File: src/rtl/cmd_frame_decoder_if.sv
// Byte-stream, register-file and transmit signals of the command frame decoder.
// The decoder connects through the master modport; the environment that
// feeds bytes, models the register file and drains tx bytes uses the slave modport.
interface cmd_frame_decoder_if #(
   parameter int data_width = 8,
   parameter int addr_width = 4
);
   // incoming byte stream
   logic                  enable_in;
   logic [data_width-1:0] data_in;

   // register-file port
   logic                  rf_wr_en;
   logic                  rf_rd_en;
   logic [addr_width-1:0] rf_addr;
   logic [data_width-1:0] rf_wr_data;
   logic [data_width-1:0] rf_rd_data;
   logic                  rf_rd_valid;

   // transmit port toward the serializer
   logic [data_width-1:0] tx_data;
   logic                  tx_valid;
   logic                  tx_ready;

   // status
   logic                  frame_error;
   logic                  busy;

   modport master (
      input  enable_in, data_in, rf_rd_data, rf_rd_valid, tx_ready,
      output rf_wr_en, rf_rd_en, rf_addr, rf_wr_data, tx_data, tx_valid,
             frame_error, busy
   );

   modport slave (
      output enable_in, data_in, rf_rd_data, rf_rd_valid, tx_ready,
      input  rf_wr_en, rf_rd_en, rf_addr, rf_wr_data, tx_data, tx_valid,
             frame_error, busy
   );
endinterface

File: src/rtl/cmd_frame_decoder.sv
// Command frame decoder: parses write frames (wr_cmd, addr, data) and read
// frames (rd_cmd, addr) from a byte-pulse stream into register-file strobes,
// returns read data as one byte on a valid/ready port, and flags malformed,
// stray or stalled frames with a one-cycle frame_error pulse.
module cmd_frame_decoder #(
   parameter int                    data_width = 8,
   parameter int                    addr_width = 4,
   parameter int                    timeout    = 255,
   parameter logic [data_width-1:0] wr_cmd     = 8'hAA,
   parameter logic [data_width-1:0] rd_cmd     = 8'hBB
) (
   input  logic                 clk_in,
   input  logic                 rst_in,
   cmd_frame_decoder_if.master  bus
);

   // counter only has to reach timeout-1; expiry is detected on that value
   localparam int TMO_W = (timeout > 2) ? $clog2(timeout) : 1;
   localparam logic [TMO_W-1:0] TMO_LAST = TMO_W'(timeout - 1);

   typedef enum logic [2:0] {
      IDLE    = 3'd0,
      WR_ADDR = 3'd1,
      WR_DATA = 3'd2,
      RD_ADDR = 3'd3,
      RD_WAIT = 3'd4,
      TX_SEND = 3'd5
   } state_t;

   state_t                state_q, state_d;
   logic [TMO_W-1:0]      tmo_q, tmo_d;
   logic                  rf_wr_en_q, rf_wr_en_d;
   logic                  rf_rd_en_q, rf_rd_en_d;
   logic                  frame_error_q, frame_error_d;
   logic [addr_width-1:0] rf_addr_q, rf_addr_d;
   logic [data_width-1:0] rf_wr_data_q, rf_wr_data_d;
   logic [data_width-1:0] tx_data_q, tx_data_d;
   logic                  tx_valid_q, tx_valid_d;
   logic                  busy_q, busy_d;

   logic                  addr_ok;
   logic                  timed;
   logic                  expired;

   // address bytes are legal only when the bits above the address field are zero
   assign addr_ok = ((bus.data_in >> addr_width) == '0);
   // states guarded by the inter-byte / read-data watchdog
   assign timed   = (state_q == WR_ADDR) || (state_q == WR_DATA) ||
                    (state_q == RD_ADDR) || (state_q == RD_WAIT);
   assign expired = timed && (tmo_q == TMO_LAST);

   // next-state and registered-output decode; a qualifying event always beats expiry
   always_comb begin
      state_d       = state_q;
      rf_wr_en_d    = 1'b0;
      rf_rd_en_d    = 1'b0;
      frame_error_d = 1'b0;
      rf_addr_d     = rf_addr_q;
      rf_wr_data_d  = rf_wr_data_q;
      tx_data_d     = tx_data_q;
      tx_valid_d    = tx_valid_q;

      case (state_q)
         IDLE: begin
            if (bus.enable_in) begin
               if (bus.data_in == wr_cmd) begin
                  state_d = WR_ADDR;
               end else if (bus.data_in == rd_cmd) begin
                  state_d = RD_ADDR;
               end else begin
                  frame_error_d = 1'b1;
               end
            end
         end
         WR_ADDR: begin
            if (bus.enable_in) begin
               if (addr_ok) begin
                  rf_addr_d = bus.data_in[addr_width-1:0];
                  state_d   = WR_DATA;
               end else begin
                  frame_error_d = 1'b1;
                  state_d       = IDLE;
               end
            end else if (expired) begin
               frame_error_d = 1'b1;
               state_d       = IDLE;
            end
         end
         WR_DATA: begin
            if (bus.enable_in) begin
               rf_wr_data_d = bus.data_in;
               rf_wr_en_d   = 1'b1;
               state_d      = IDLE;
            end else if (expired) begin
               frame_error_d = 1'b1;
               state_d       = IDLE;
            end
         end
         RD_ADDR: begin
            if (bus.enable_in) begin
               if (addr_ok) begin
                  rf_addr_d  = bus.data_in[addr_width-1:0];
                  rf_rd_en_d = 1'b1;
                  state_d    = RD_WAIT;
               end else begin
                  frame_error_d = 1'b1;
                  state_d       = IDLE;
               end
            end else if (expired) begin
               frame_error_d = 1'b1;
               state_d       = IDLE;
            end
         end
         RD_WAIT: begin
            // a stray byte here is dropped and flagged but does not end the wait
            if (bus.enable_in) begin
               frame_error_d = 1'b1;
            end
            if (bus.rf_rd_valid) begin
               tx_data_d  = bus.rf_rd_data;
               tx_valid_d = 1'b1;
               state_d    = TX_SEND;
            end else if (expired) begin
               frame_error_d = 1'b1;
               state_d       = IDLE;
            end
         end
         TX_SEND: begin
            if (bus.enable_in) begin
               frame_error_d = 1'b1;
            end
            if (tx_valid_q && bus.tx_ready) begin
               tx_valid_d = 1'b0;
               state_d    = IDLE;
            end
         end
         default: begin
            state_d    = IDLE;
            tx_valid_d = 1'b0;
         end
      endcase

      // watchdog restarts on every state entry and only runs in guarded states
      if ((state_d != state_q) || !timed) begin
         tmo_d = '0;
      end else begin
         tmo_d = tmo_q + 1'b1;
      end

      busy_d = (state_d != IDLE);
   end

   // state and output registers
   always_ff @(posedge clk_in or negedge rst_in) begin
      if (!rst_in) begin
         state_q       <= IDLE;
         tmo_q         <= '0;
         rf_wr_en_q    <= 1'b0;
         rf_rd_en_q    <= 1'b0;
         frame_error_q <= 1'b0;
         rf_addr_q     <= '0;
         rf_wr_data_q  <= '0;
         tx_data_q     <= '0;
         tx_valid_q    <= 1'b0;
         busy_q        <= 1'b0;
      end else begin
         state_q       <= state_d;
         tmo_q         <= tmo_d;
         rf_wr_en_q    <= rf_wr_en_d;
         rf_rd_en_q    <= rf_rd_en_d;
         frame_error_q <= frame_error_d;
         rf_addr_q     <= rf_addr_d;
         rf_wr_data_q  <= rf_wr_data_d;
         tx_data_q     <= tx_data_d;
         tx_valid_q    <= tx_valid_d;
         busy_q        <= busy_d;
      end
   end

   assign bus.rf_wr_en    = rf_wr_en_q;
   assign bus.rf_rd_en    = rf_rd_en_q;
   assign bus.rf_addr     = rf_addr_q;
   assign bus.rf_wr_data  = rf_wr_data_q;
   assign bus.tx_data     = tx_data_q;
   assign bus.tx_valid    = tx_valid_q;
   assign bus.frame_error = frame_error_q;
   assign bus.busy        = busy_q;

endmodule

File: src/flat_wrapper.sv
// flat-port wrapper written by rule: the top's interface ports become plain ports
module cmd_frame_decoder_flat 
#(
   parameter int                    data_width = 8,
   parameter int                    addr_width = 4,
   parameter int                    timeout    = 255,
   parameter logic [data_width-1:0] wr_cmd     = 8'hAA,
   parameter logic [data_width-1:0] rd_cmd     = 8'hBB
)
  (clk_in, rst_in, bus_enable_in, bus_data_in, bus_rf_rd_data, bus_rf_rd_valid, bus_tx_ready, bus_rf_wr_en, bus_rf_rd_en, bus_rf_addr, bus_rf_wr_data, bus_tx_data, bus_tx_valid, bus_frame_error, bus_busy);
  cmd_frame_decoder_if #(.data_width(data_width), .addr_width(addr_width)) bus_i ();
  input  logic clk_in;
  input  logic rst_in;
  input wire logic [$bits(bus_i.enable_in)-1:0] bus_enable_in;
  input wire logic [$bits(bus_i.data_in)-1:0] bus_data_in;
  input wire logic [$bits(bus_i.rf_rd_data)-1:0] bus_rf_rd_data;
  input wire logic [$bits(bus_i.rf_rd_valid)-1:0] bus_rf_rd_valid;
  input wire logic [$bits(bus_i.tx_ready)-1:0] bus_tx_ready;
  output wire logic [$bits(bus_i.rf_wr_en)-1:0] bus_rf_wr_en;
  output wire logic [$bits(bus_i.rf_rd_en)-1:0] bus_rf_rd_en;
  output wire logic [$bits(bus_i.rf_addr)-1:0] bus_rf_addr;
  output wire logic [$bits(bus_i.rf_wr_data)-1:0] bus_rf_wr_data;
  output wire logic [$bits(bus_i.tx_data)-1:0] bus_tx_data;
  output wire logic [$bits(bus_i.tx_valid)-1:0] bus_tx_valid;
  output wire logic [$bits(bus_i.frame_error)-1:0] bus_frame_error;
  output wire logic [$bits(bus_i.busy)-1:0] bus_busy;
  assign bus_i.enable_in = bus_enable_in;
  assign bus_i.data_in = bus_data_in;
  assign bus_i.rf_rd_data = bus_rf_rd_data;
  assign bus_i.rf_rd_valid = bus_rf_rd_valid;
  assign bus_i.tx_ready = bus_tx_ready;
  assign bus_rf_wr_en = bus_i.rf_wr_en;
  assign bus_rf_rd_en = bus_i.rf_rd_en;
  assign bus_rf_addr = bus_i.rf_addr;
  assign bus_rf_wr_data = bus_i.rf_wr_data;
  assign bus_tx_data = bus_i.tx_data;
  assign bus_tx_valid = bus_i.tx_valid;
  assign bus_frame_error = bus_i.frame_error;
  assign bus_busy = bus_i.busy;
  cmd_frame_decoder #(.data_width(data_width), .addr_width(addr_width), .timeout(timeout), .wr_cmd(wr_cmd), .rd_cmd(rd_cmd)) u_core (.clk_in(clk_in), .rst_in(rst_in), .bus(bus_i));
endmodule
File: config.mk
export PLATFORM = sky130hd
export DESIGN_NAME = cmd_frame_decoder_flat
export DESIGN_NICKNAME = d
export VERILOG_FILES = /design/src/rtl/cmd_frame_decoder_if.sv /design/src/rtl/cmd_frame_decoder.sv /design/src/flat_wrapper.sv
export SDC_FILE = /design/constraint.sdc
export NUM_CORES = 1
export LEC_CHECK = 0
export ABC_AREA = 1
export BUFFER_PORTS_ARGS = -buffer_cell sky130_fd_sc_hd__buf_2
export CORE_MARGIN = 1.5
export CORE_UTILIZATION = 56
export DETAILED_ROUTE_END_ITERATION = 6
export HOLD_SLACK_MARGIN = 0.02
export MAX_ROUTING_LAYER = met4
export PLACE_DENSITY = 0.83
export SYNTH_ARGS = -nofsm -noshare
export SYNTH_HDL_FRONTEND = slang
export SYNTH_SLANG_ARGS = --single-unit
File: constraint.sdc
create_clock -name clk_in -period 4.04 [get_ports clk_in]
set_input_delay 0.808 -clock clk_in [delete_from_list [all_inputs] [get_ports clk_in]]
set_output_delay 0.808 -clock clk_in [all_outputs]
set_load 0.02 [all_outputs]
[After elaboration in Yosys (flattened, before gate mapping)]
Index checks and enable logic that the tools add are counted.
Word-level totals
  register bits: 36
  input port bits: 21
  output and inout bits: 25
  logic and storage cells: 70
Cells by class
  add/subtract/negate cells: 1
  equality and inequality tests: 11
  mux-type cells: 31
  bitwise gates (word level): 1
  reductions and logical operators: 16
Operators by type and width (number)
  2-to-1 mux 3 bit: 10
  equality test 8 bit, second input constant: 3
  case mux 3 bit (6 select lines): 1
  2-to-1 mux 1 bit: 16
  adder 8 x 1 -> 8 bit, second input constant: 1
  logical NOT 8 bit: 1
  2-to-1 mux 8 bit: 1
  equality test 3 x 2 -> 1 bit, second input constant: 2
  equality test 3 bit, second input constant: 2
  AND reduction 3 bit: 2
  case mux 1 bit (5 select lines): 1
  logical OR 1 bit: 4
  AND reduction 2 bit: 2
  OR reduction 4 bit: 1
  equality test 3 x 1 -> 1 bit, second input constant: 1
  logical NOT 3 bit: 1
  != test 3 bit: 1
  case mux 1 bit (3 select lines): 1
  nonzero test 3 bit: 1
  logical AND 1 bit: 2
  2-to-1 mux 2 bit: 1
  != test 2 x 1 -> 1 bit, second input constant: 1
  != test 2 bit, second input constant: 1
  OR reduction 2 bit: 1
  2 further kinds: 2

[Longest topological paths before layout]
Gate-level depths: netlist of run 1.
  word-level depth: 11
  depth in mapped cells: 13
  depth with buffers taken out: 13

[Worst setup path after synthesis of run 1]
OpenSTA, ideal clock, no wires.
  kind: input to register
  from: in bus_data_in[2]
  to: reg u_core.tmo_q[0]
  library setup time: 0.070 ns
  arrival: 1.712 ns
  data required time: 3.970 ns
  slack: 2.259 ns
  stages on the path: 11
  buffers on the path: 0
  path through: inv_2 > nand2_1 > nor2_1 > nand2_1 > nand2_1 > nand2_1 > nand3_4 > nor2_1 > nor2_2 > nand2_4 > nor2_2
On the way
  word-level cells in the longest chain between the ends: 8
  elaborated cells between the ends (all ways): 9
  those cells by class: 3 x eq/ne; 5 x mux; 1 x reduce/logical
Ends and longest elaborated chain
  start, declared: line flat_wrapper.sv:15  | input wire logic [$bits(bus_i.data_in)-1:0] bus_data_in;
  equality test 8 bit: line cmd_frame_decoder.sv:68  | end else if (bus.data_in == rd_cmd) begin
  2-to-1 mux 3 bit: line cmd_frame_decoder.sv:68
  2-to-1 mux 3 bit *: line cmd_frame_decoder.sv:66  | if (bus.data_in == wr_cmd) begin
  2-to-1 mux 3 bit *: line cmd_frame_decoder.sv:65  | if (bus.enable_in) begin
  case mux 3 bit (6 select lines) *: line cmd_frame_decoder.sv:63  | case (state_q)
  via u_core.state_d[0]: line cmd_frame_decoder.sv:30  | state_t state_q, state_d;
  != test 3 bit *: line cmd_frame_decoder.sv:144  | if ((state_d != state_q) || !timed) begin
  logical OR 1 bit *: line cmd_frame_decoder.sv:144
  2-to-1 mux 8 bit *: line cmd_frame_decoder.sv:144
  via u_core.tmo_d[0]: line cmd_frame_decoder.sv:31  | logic [TMO_W-1:0] tmo_q, tmo_d;
  end signal, assigned: line cmd_frame_decoder.sv:168  | tmo_q <= tmo_d;
  end, declared: line cmd_frame_decoder.sv:31
Mark *: on every way through the listed nets, which the timed path passes. The rest lies on a longest branch.
A chain may end at the register's enable or synchronous reset.

[Worst setup path after layout of run 1]
  from: reg u_core.state_q[1]
  to: reg u_core.tmo_q[7]
On the way
  word-level cells in the longest chain between the ends: 11
  elaborated cells between the ends (all ways): 24
  those cells by class: 6 x eq/ne; 11 x mux; 7 x reduce/logical
Ends and longest elaborated chain
  start, declared: line cmd_frame_decoder.sv:30
  start signal, assigned: line cmd_frame_decoder.sv:167  | state_q <= state_d;
  equality test 3 x 1 -> 1 bit / equality test 3 x 2 -> 1 bit (equally long branches): line cmd_frame_decoder.sv:48, cmd_frame_decoder.sv:63
  logical OR 1 bit (2 in series): line cmd_frame_decoder.sv:48  | assign timed = (state_q == WR_ADDR) || (state_q == WR_DATA) ||
  logical OR 1 bit: line cmd_frame_decoder.sv:49  | (state_q == RD_ADDR) || (state_q == RD_WAIT);
  logical AND 1 bit: line cmd_frame_decoder.sv:50  | assign expired = timed && (tmo_q == TMO_LAST);
  2-to-1 mux 3 bit
  2-to-1 mux 3 bit (on tied branches)
  case mux 3 bit (6 select lines) *: line cmd_frame_decoder.sv:63
  via u_core.state_d[0]: line cmd_frame_decoder.sv:30
  != test 3 bit *: line cmd_frame_decoder.sv:144
  logical OR 1 bit *: line cmd_frame_decoder.sv:144
  2-to-1 mux 8 bit *: line cmd_frame_decoder.sv:144
  via u_core.tmo_d[7]: line cmd_frame_decoder.sv:31
Marked as above.

==> impl_metrics.py, run 1 <==
metrics = {
    "run_status": {
        "status": "finished clean",
    },
    "pwr": {
        "combinationalPowerShare_pct": 45.7,
        "p_per_area_mw_per_mm2": 652,
        "seq_power_share_pct": 40.7,
        "power.share.clock_pct": 13.6,
        "p_sw_w": 0.000597,
        "ir_worst_vdd_v": 0.000440,
        "p_sw_share_pct": 44.3,
        "leakage_nw": 1.18,
        "p_int_w": 0.000750,
    },
    "cts": {
        "cts-hold-fix-buffers": 0,
        "path_clk_slew_ns": 0.10,
        "cts_buffers": 5,
        "clockBufferDepth": 2,
        "clk_latency_ns": 0.34,
        "postCtsSetupBuffers": 0,
        "cts-resized-gates": 0,
        "cts_tree": "yes",
        "htree_levels": 2,
        "cts.root.buffer_cell": "clkbuf_4",
        "numClockSinks": 36,
    },
    "hold_path": {
        "hp-class": "register to register",
    },
    "critical_path": {
        "cp.required_ns": 4.31,
        "path_cells": "nor2_2, nand2_2, nor2_2, nor2_4, nand3_4, nor2_1, nor2_2, nand2_4, nor2_2",
        "max_stage_delay_ns": 0.47,
        "reg2reg_to": "u_core.tmo_q[7]",
        "startpoint": "u_core.state_q[1]",
        "r2r_slack_ns": 2.08,
        "end_kind": "register",
        "crit_family": "simple AND/OR/NAND/NOR gates",
        "crit_arrival_ns": 2.23,
        "worstReg2RegStart": "u_core.state_q[1]",
        "crit_buf_inv": 0,
        "crit_top_cell": "nor2_2",
        "cp_max_fo": 11,
        "crit_type": "register to register",
        "slowest_stage": "dfrtp_1",
        "cp-endpoint": "u_core.tmo_q[7]",
        "path_depth": 9,
        "reg2reg_depth": 9,
        "start_kind": "register",
    },
    "sta": {
        "min_period_ns": 1.96,
        "fmax_mhz": 511,
        "slew_violations": 0,
        "rsz0062_at_grt": "false",
        "finalHoldViolCount": 0,
        "tns_ns": 0,
        "finClkSkew_ns": 0.00574,
        "max_slew_margin_pct": 49.6,
        "final-setup-viol-count": 0,
        "finalCritPeriodShare_pct": 48.5,
        "worst_pin_slew_ns": 0.757,
    },
    "logic_synthesis": {
        "syn_avg_cell_area_um2": 8.56,
        "ys_ff_latch": 36,
        "synth_cells": 205,
        "yosysTopAreaCell": "dfrtp_1",
        "yosysSeqAreaShare_pct": 51.4,
        "syn_nets": 228,
        "yosysWarnings": 0,
        "synth_top_area_share_pct": 51.4,
        "synth.area.top_cells": "dfrtp_1, nand2_1, nor2_2, o21ai_1, inv_1",
        "synth_cell_types": 25,
        "syn_area_mm2": 0.00175,
    },
    "place": {
        "dp_hpwl_um": 2510,
        "routabilityCongestion": 0.831,
        "port_buffers": 45,
    },
    "routing": {
        "drc": 0,
        "routedWlPerCell_um": 11.4,
        "drt-total-wl_um": 3290,
        "ant_nets": 0,
        "dr.pass1.iters": 4,
        "drt_iter0_drc": 64,
        "vias_per_cell": 4.98,
        "dr_total_vias": 1439,
    },
    "finish": {
        "drive_gt1_share_pct": 32.8,
        "finish.utilization_pct": 68.8,
        "area_growth_pct": 17.8,
        "nNetsFinal": 278,
        "antenna_cells": 0,
    },
    "flow_run": {
        "maxCapViolCount": 0,
    },
    "global_route": {
        "grt_max_degree": 37,
        "grt_pass1_wl_um": 5440,
        "track_usage_pct": 21.8,
        "antenna_found_initial": 0,
        "grt_overflow": 0,
        "grt_pass1_vias": 1238,
    },
    "floorplan": {
        "ios": 46,
        "initial_core_util_pct": 58.4,
        "rows": 20,
        "die_height_um": 59.0,
        "die-area_mm2": 0.00348,
        "design.core.area_mm2": 0.00300,
        "die_w_um": 59.0,
    },
}
-- cells by family (layout without fill, tap and decap cells) --
kind of cell	after synthesis	count (layout)	synth area share (%)
and+or+nand+nor	111	111	31.2
DFF	36	36	51.4
buffers and inverters	28	79	6.13
AOI/OAI and AO/OA	22	22	6.92
xor gates and xnor gates	6	6	3.00
adders and majority gates	2	2	1.43
-- placed cells by master, fill, tap and decap left out, types with 2 or more instances in the layout --
| cell | synthesis | layout |
|---|---|---|
| nand2_1 | 67 | 67 |
| buf_2 | 2 | 45 |
| dfrtp_1 | 36 | 36 |
| inv_1 | 16 | 16 |
| o21ai_1 | 12 | 12 |
| nor2_2 | 11 | 11 |
| inv_2 | 10 | 10 |
| nor2_1 | 10 | 10 |
| nand3_1 | 7 | 7 |
| xor2_1 | 5 | 5 |
| clkbuf_4 | 0 | 5 |
| nand2_2 | 4 | 4 |
| nand4_1 | 4 | 4 |
| a21oi_1 | 4 | 4 |
| nand2_4 | 2 | 2 |
| o21ai_0 | 2 | 2 |
| nand3b_1 | 2 | 2 |
| nand3_4 | 2 | 2 |
| ha_1 | 2 | 2 |
| clkinv_2 | 0 | 2 |
-- how the worst min path moves through the flow --
stage | slack, ns | cells after the start | end | start
finish | 0.47 | 2 | u_core.bus.tx_data[3] | u_core.bus.tx_data[3]
global route | 0.50 | 2 | u_core.bus.tx_data[5] | u_core.bus.tx_data[5]
floorplan | 0.46 | 1 | u_core.tmo_q[0] | u_core.tmo_q[0]
detailed placement | 0.45 | 2 | u_core.bus.tx_data[3] | u_core.bus.tx_data[3]
CTS | 0.48 | 2 | u_core.bus.tx_data[3] | u_core.bus.tx_data[3]
global placement | 0.45 | 2 | u_core.bus.tx_data[6] | u_core.bus.tx_data[6]
-- tightest hold or removal path: stages (launching register included) --
cell and delay [ns]:
dfrtp_1 0.35, nand2_1 0.05, nand2_1 0.04
-- cell type report --
| type | instances | area (um2) |
|---|---|---|
| Clock buffer | 5 | 37.5 |
| Clock inverter | 3 | 18.8 |
| Fill cell | 246 | 936 |
| Inverter | 26 | 97.6 |
| Multi-Input combinational cell | 141 | 746 |
| Sequential cell | 36 | 901 |
| Tap cell | 33 | 41.3 |
| Timing Repair Buffer | 45 | 225 |
-- power groups by stage --
stage          clock [W]  combinational [W]  sequential (W)
2_1_floorplan          0           0.000313        0.000678
3_3_place_gp           0           0.000609        0.000551
3_5_place_dp           0           0.000616        0.000556
4_1_cts         0.000191           0.000620        0.000549
5_1_grt         0.000210           0.000685        0.000563
6_report        0.000184           0.000616        0.000548
-- flip-flops by register name, indices dropped and copies added (netlist names) --
| register | count |
|---|---|
| u_core.bus.busy | 1 |
| u_core.bus.frame_error | 1 |
| u_core.bus.rf_addr | 4 |
| u_core.bus.rf_rd_en | 1 |
| u_core.bus.rf_wr_data | 8 |
| u_core.bus.rf_wr_en | 1 |
| u_core.bus.tx_data | 8 |
| u_core.bus.tx_valid | 1 |
| u_core.state_q | 3 |
| u_core.tmo_q | 8 |
-- synthesized netlist by cell type, drive strengths merged --
library cell and count:
xor2 5, o22ai 1, nand3b 2, xnor2 1, o21ai 14, nor2 23, buf 2, ha 2
a21oi 4, nand3 9, a22o 1, inv 26, o211ai 1, nand2 73, o32ai 1, dfrtp 36
nand4 4
-- per-stage QoR --
stage / hold WS (ns) / worst slack, ns / area (um2) / power (W) / instances
after floorplan: 0.461 / 2.26 / 1750 / 0.000992 / 205
after global placement: 0.448 / 1.97 / 2010 / 0.00116 / 281
after detailed placement: 0.454 / 1.96 / 2010 / 0.00117 / 281
after CTS: 0.481 / 2.09 / 2070 / 0.00136 / 289
after global routing: 0.498 / 1.96 / 2070 / 0.00146 / 289
final: 0.471 / 2.08 / 2070 / 0.00135 / 289
-- layer usage --
layer | global-route usage (%) | share of wire [%]
met2 | 31.1 | 44
met1 | 29.8 | 48
met4 | 9.42 | 0.76
met5 | - | 0
met3 | 5.24 | 6.9
Note: power is estimated with default switching activity, not from simulation.
==> run 2: changes to the inputs <==
- CORE_UTILIZATION: 56 -> 47
- PLACE_DENSITY: 0.83 -> 0.74
- clock period: 4.04 -> 1.8 ns (I/O delays scaled with it)
==> run 2 against run 1 <==
  * Cell count rose by 5.9%
  * Die area rose by 18%
  * Sequential cell count did not move
  * Clock power rose to 3.1 times the previous value
  * Worst hold slack got worse by 0.36 ns
  * Total power rose by 140%
  * Count of clock-buffer cells in the layout rose by 3
  * Combinational power rose by 130%
  * Register-to-register slack got worse by 1.9 ns
  * Largest power group unchanged
  * Highest routed layer unchanged
==> impl_metrics.py, run 2 (same netlist as run 1, synthesis figures left out) <==
metrics = {
    "run_status": {
        "status": "finished clean",
    },
    "critical_path": {
        "path_cells": "inv_1, ha_1, nand3_2, nor2_8, nand2_4, nand3_4, nand3_4, nand2_1, nand2_1, nor2_2, nand2_4, nor2_2",
        "cp_max_fo": 8,
        "end_kind": "register",
        "crit_family": "simple AND/OR/NAND/NOR gates",
        "start_kind": "register",
        "crit_type": "register to register",
        "crit_arrival_ns": 1.86,
        "crit_buf_inv": 1,
        "max_stage_delay_ns": 0.41,
        "slowest_stage": "dfrtp_1",
        "cp.required_ns": 2.02,
    },
    "routing": {
        "drc": 0,
        "dr.pass1.iters": 6,
        "drt-total-wl_um": 3220,
        "drt_iter0_drc": 69,
        "vias_per_cell": 4.67,
        "ant_nets": 0,
        "dr_total_vias": 1428,
        "routedWlPerCell_um": 10.5,
    },
    "floorplan": {
        "design.core.area_mm2": 0.00363,
        "ios": 46,
        "die_height_um": 64.1,
        "initial_core_util_pct": 48.3,
        "die_w_um": 64.1,
        "rows": 22,
        "die-area_mm2": 0.00411,
    },
    "sta": {
        "finClkSkew_ns": 0.00562,
        "fmax_mhz": 609,
        "worst_pin_slew_ns": 0.429,
        "final-setup-viol-count": 0,
        "max_slew_margin_pct": 71.4,
        "finalHoldViolCount": 0,
        "timing.hold.ws_ns": 0.107,
        "slew_violations": 0,
        "finalCritPeriodShare_pct": 91.2,
        "rsz0062_at_grt": "false",
        "min_period_ns": 1.64,
        "tns_ns": 0,
    },
    "finish": {
        "finish.utilization_pct": 58.9,
        "area_growth_pct": 22.0,
        "antenna_cells": 0,
        "drive_gt1_share_pct": 32.9,
        "stdcell_count": 306,
        "nNetsFinal": 280,
        "layout_common_cells": "nand2_1, buf_2, dfrtp_1",
        "fillers": 322,
        "mostFrequentLayoutCell": "nand2_1",
    },
    "global_route": {
        "grt_overflow": 0,
        "antenna_found_initial": 0,
        "grt_pass1_wl_um": 5380,
        "track_usage_pct": 17.4,
        "grt_pass1_vias": 1332,
        "grt_max_degree": 37,
    },
    "place": {
        "dp.cells": 298,
        "dp_hpwl_um": 2380,
        "port_buffers": 45,
        "routabilityCongestion": 0.945,
    },
    "flow_run": {
        "maxCapViolCount": 0,
    },
    "pwr": {
        "ir_worst_vdd_v": 0.000582,
        "leakage_nw": 1.20,
        "p_per_area_mw_per_mm2": 1490,
        "power_w": 0.00319,
    },
    "cts": {
        "cts_tree": "yes",
        "cts-hold-fix-buffers": 0,
        "cts.root.buffer_cell": "clkbuf_8",
        "clockBufferDepth": 2,
        "clk_latency_ns": 0.28,
        "path_clk_slew_ns": 0.07,
        "numClockSinks": 36,
        "cts_buffers": 5,
        "htree_levels": 2,
    },
    "hold_path": {
        "hp-class": "input port to async pin",
    },
}
run 2: cell types whose count changed in the layout (fill, tap and decap cells not counted):
| cell | change |
|---|---|
| clkbuf_1 | +2 |
| buf_4 | +2 |
| nand3_2 | +1 |
| clkinv_2 | -2 |
| clkbuf_4 | -5 |
| clkbuf_8 | +6 |
| clkinv_4 | -1 |
| nand3_1 | -1 |
run 2: per-layer routing:
layer	global-route usage, %	up-vias	wire (um)
met5	-	-	0
met3	3.52	3	170
met4	7.45	0	12
li1	-	743	-
met1	21.0	642	1500
met2	28.5	40	1530
run 2: power breakdown:
group	internal, W	switching, W	total [W]
clock network	0.000312	0.000258	0.000570
registers	0.00108	0.000157	0.00123
logic	0.000468	0.000923	0.00139
total	0.00186	0.00134	0.00319
run 2: cell type report:
cell class                      count  area (um2)  area share [%]
Tap cell                           48        60.1            2.81
Multi-Input combinational cell    141         751            35.1
Sequential cell                    36         901            42.1
Clock buffer                        8        90.1            4.21
Timing Repair Buffer               47         240            11.2
Inverter                           26        97.6            4.56
run 2: timing repair:
action                     CTS  global route
gates resized for setup      0             1
buffers inserted             0             0
setup endpoints to repair    0             8
run 2: worst reg2reg max path: stages (launching register included):
cell and delay (ns):
dfrtp_1 0.41, inv_1 0.07, ha_1 0.15, nand3_2 0.13, nor2_8 0.14, nand2_4 0.08, nand3_4 0.07, nand3_4 0.08
nand2_1 0.07, nand2_1 0.05, nor2_2 0.12, nand2_4 0.12, nor2_2 0.10
run 2: per-stage QoR:
step	worst slack [ns]	area, um2
finish	0.158	2140
global route	0.0119	2140
CTS	0.0865	2130
detailed placement	0.106	2040
global placement	0.157	2040
floorplan	0.222	1750
run 2: final timing paths:
| path | startpoint | end | slack, ns | depth (start not counted) |
|---|---|---|---|---|
| max | u_core.tmo_q[0] | u_core.tmo_q[4] | 0.16 | 12 |
| max reg2reg | u_core.tmo_q[0] | u_core.tmo_q[4] | 0.16 | 12 |
| min | rst_in | u_core.bus.rf_wr_data[2] | 0.11 | 2 |
| min in group clk_in | bus_rf_rd_data[5] | u_core.bus.tx_data[5] | 0.27 | 3 |
| max in group asynchronous | rst_in | u_core.bus.frame_error | 1.39 | 2 |
| min reg2reg | u_core.bus.tx_data[3] | u_core.bus.tx_data[3] | 0.47 | 2 |
==> run 3: changes to the inputs <==
--- a/config.mk
+++ b/config.mk
@@ -9,4 +9,6 @@
 export BUFFER_PORTS_ARGS = -buffer_cell sky130_fd_sc_hd__buf_2
+export CELL_PAD_IN_SITES_DETAIL_PLACEMENT = 0
+export CELL_PAD_IN_SITES_GLOBAL_PLACEMENT = 1
 export CORE_MARGIN = 1.5
-export CORE_UTILIZATION = 47
+export CORE_UTILIZATION = 34
 export DETAILED_ROUTE_END_ITERATION = 6
@@ -14,3 +16,3 @@
 export MAX_ROUTING_LAYER = met4
-export PLACE_DENSITY = 0.74
+export PLACE_DENSITY = 0.73
 export SYNTH_ARGS = -nofsm -noshare
==> constraint.sdc (replaced) <==
create_clock -name clk_in -period 1.8 [get_ports clk_in]
set_input_delay 0.54 -clock clk_in [delete_from_list [all_inputs] [get_ports clk_in]]
set_output_delay 0.54 -clock clk_in [all_outputs]
set_load 0.02 [all_outputs]
==> run 3 against run 2 <==
  * Register-to-register slack better by 0.04 ns
  * Cell count up 6.9%
  * Clock skew about the same
  * Die area up 36%
  * Worst hold slack better by 0.073 ns
  * Via count up 2.5%
  * Maximum frequency up 2.7%
  * Core utilization down 13 points
  * First-iteration DRC count down 16%
  * Critical path depth unchanged
==> impl_metrics.py, run 3 (same netlist as run 1, synthesis figures left out) <==
metrics = {
    "pwr": {
        "p_per_area_mw_per_mm2": 1510,
        "power.share.clock_pct": 21.0,
        "p_sw_share_pct": 41.3,
        "leakage_nw": 1.23,
        "p_int_w": 0.00197,
        "seq_power_share_pct": 36.9,
        "p_sw_w": 0.00139,
        "power_w": 0.00335,
        "ir_worst_vdd_v": 0.000568,
        "combinationalPowerShare_pct": 42.1,
    },
    "floorplan": {
        "design.core.area_mm2": 0.00485,
        "die_w_um": 74.8,
        "ios": 46,
        "die_height_um": 74.8,
        "initial_core_util_pct": 36.2,
        "die-area_mm2": 0.00560,
        "rows": 25,
    },
    "cts": {
        "cts_buffers": 5,
        "cts.root.buffer_cell": "clkbuf_8",
        "htree_levels": 2,
        "numClockSinks": 36,
        "cts-resized-gates": 0,
        "cts-hold-fix-buffers": 0,
        "cts_tree": "yes",
        "postCtsSetupBuffers": 0,
        "clk_latency_ns": 0.29,
        "clockBufferDepth": 2,
        "path_clk_slew_ns": 0.07,
    },
    "routing": {
        "drt-total-wl_um": 3600,
        "dr_total_vias": 1464,
        "ant_nets": 0,
        "drt_iter0_drc": 58,
        "drc": 0,
        "dr.pass1.iters": 5,
        "vias_per_cell": 4.48,
        "routedWlPerCell_um": 11.0,
    },
    "sta": {
        "tns_ns": 0,
        "finClkSkew_ns": 0.00572,
        "max_slew_margin_pct": 71.1,
        "final-setup-viol-count": 0,
        "finalCritPeriodShare_pct": 88.9,
        "timing.hold.ws_ns": 0.180,
        "min_period_ns": 1.60,
        "finalHoldViolCount": 0,
        "fmax_mhz": 625,
        "rsz0062_at_grt": "false",
        "slew_violations": 0,
        "worst_pin_slew_ns": 0.434,
    },
    "place": {
        "routabilityCongestion": 0.839,
        "place_area_mm2": 0.00210,
        "dp_hpwl_um": 2770,
        "dp.cells": 319,
        "port_buffers": 45,
    },
    "global_route": {
        "antenna_found_initial": 0,
        "track_usage_pct": 15.0,
        "grt_pass1_vias": 1315,
        "grt_overflow": 0,
        "grt_max_degree": 22,
        "grt_pass1_wl_um": 5950,
    },
    "critical_path": {
        "start_kind": "register",
        "max_stage_delay_ns": 0.38,
        "cp.required_ns": 2.02,
        "slowest_stage": "dfrtp_1",
        "end_kind": "register",
        "path_cells": "inv_1, ha_1, nand3_2, nor2_8, nand2_4, nand3_4, nand3_4, nand2_1, nand2_1, nor2_2, nand2_4, nor2_2",
        "crit_type": "register to register",
        "crit_arrival_ns": 1.82,
        "cp_max_fo": 8,
    },
    "finish": {
        "area_growth_pct": 26.4,
        "drive_gt1_share_pct": 34.2,
        "fillers": 505,
        "mostFrequentLayoutCell": "nand2_1",
        "multiInputGateArea_um2": 756,
        "layout_common_cells": "nand2_1, buf_2, dfrtp_1",
        "ff_latch_area_um2": 901,
        "antenna_cells": 0,
        "nNetsFinal": 282,
        "stdcell_count": 327,
        "final_area_mm2": 0.00222,
    },
    "flow_run": {
        "maxCapViolCount": 0,
    },
    "run_status": {
        "status": "finished clean",
    },
    "hold_path": {
        "hp-class": "input port to async pin",
    },
}
==> run 3: cell types whose count changed in the layout (fill, tap and decap cells not counted), sizes merged <==
cell      change
buf           +2
clkinvlp      +1
clkinv        +1
bufinv        +1
clkbuf        -3
==> run 3: area by class of cell <==
type	instances	area share, %
Clock inverter	3	1.92
Sequential cell	36	40.6
Tap cell	67	3.78
Multi-Input combinational cell	141	34.1
Timing Repair Buffer	49	12.1
Inverter	26	4.40
Clock buffer	5	3.10
==> run 3: final timing paths <==
kind,from,to,slack (ns),cells after the start
max,u_core.tmo_q[0],u_core.tmo_q[2],0.20,12
min,rst_in,u_core.bus.rf_wr_data[6],0.18,1
max reg2reg,u_core.tmo_q[0],u_core.tmo_q[2],0.20,12
min reg2reg,u_core.bus.tx_data[1],u_core.bus.tx_data[1],0.47,2
max in group asynchronous,rst_in,u_core.tmo_q[7],1.16,2
min in group clk_in,bus_rf_rd_data[0],u_core.bus.tx_data[0],0.45,3
==> run 3: layer usage <==
metal  GRT usage (%)  up-vias  part of all wire, %
li1                -      759                    -
met5               -        -                    0
met3            4.55        5                  5.5
met2            20.2       45                   42
met1            20.8      655                   51
met4            6.06        0                  1.7
==> run 3: power by group through the flow <==
stage | sequential, W | clock, W | combinational [W]
2_1_floorplan | 0.00152 | 0 | 0.000703
3_3_place_gp | 0.00125 | 0 | 0.00141
3_5_place_dp | 0.00125 | 0 | 0.00142
4_1_cts | 0.00123 | 0.000728 | 0.00142
5_1_grt | 0.00127 | 0.000766 | 0.00158
6_report | 0.00124 | 0.000703 | 0.00141
==> run 3: per-stage QoR <==
step / worst slack [ns] / utilization [%]
final: 0.200 / 45.7
after global routing: 0.0103 / 45.7
after CTS: 0.137 / 45.5
after detailed placement: 0.0188 / 43.2
after global placement: 0.0551 / 43.2
after floorplan: 0.222 / -
==> run 3: critical path, delay by kind of cell, from the launching register on <==
kind / cells / cell delay [ns]
buffers and inverters: 1 / 0.06
and+or+nand+nor: 10 / 0.94
adders and majority gates: 1 / 0.17
DFF: 1 / 0.38
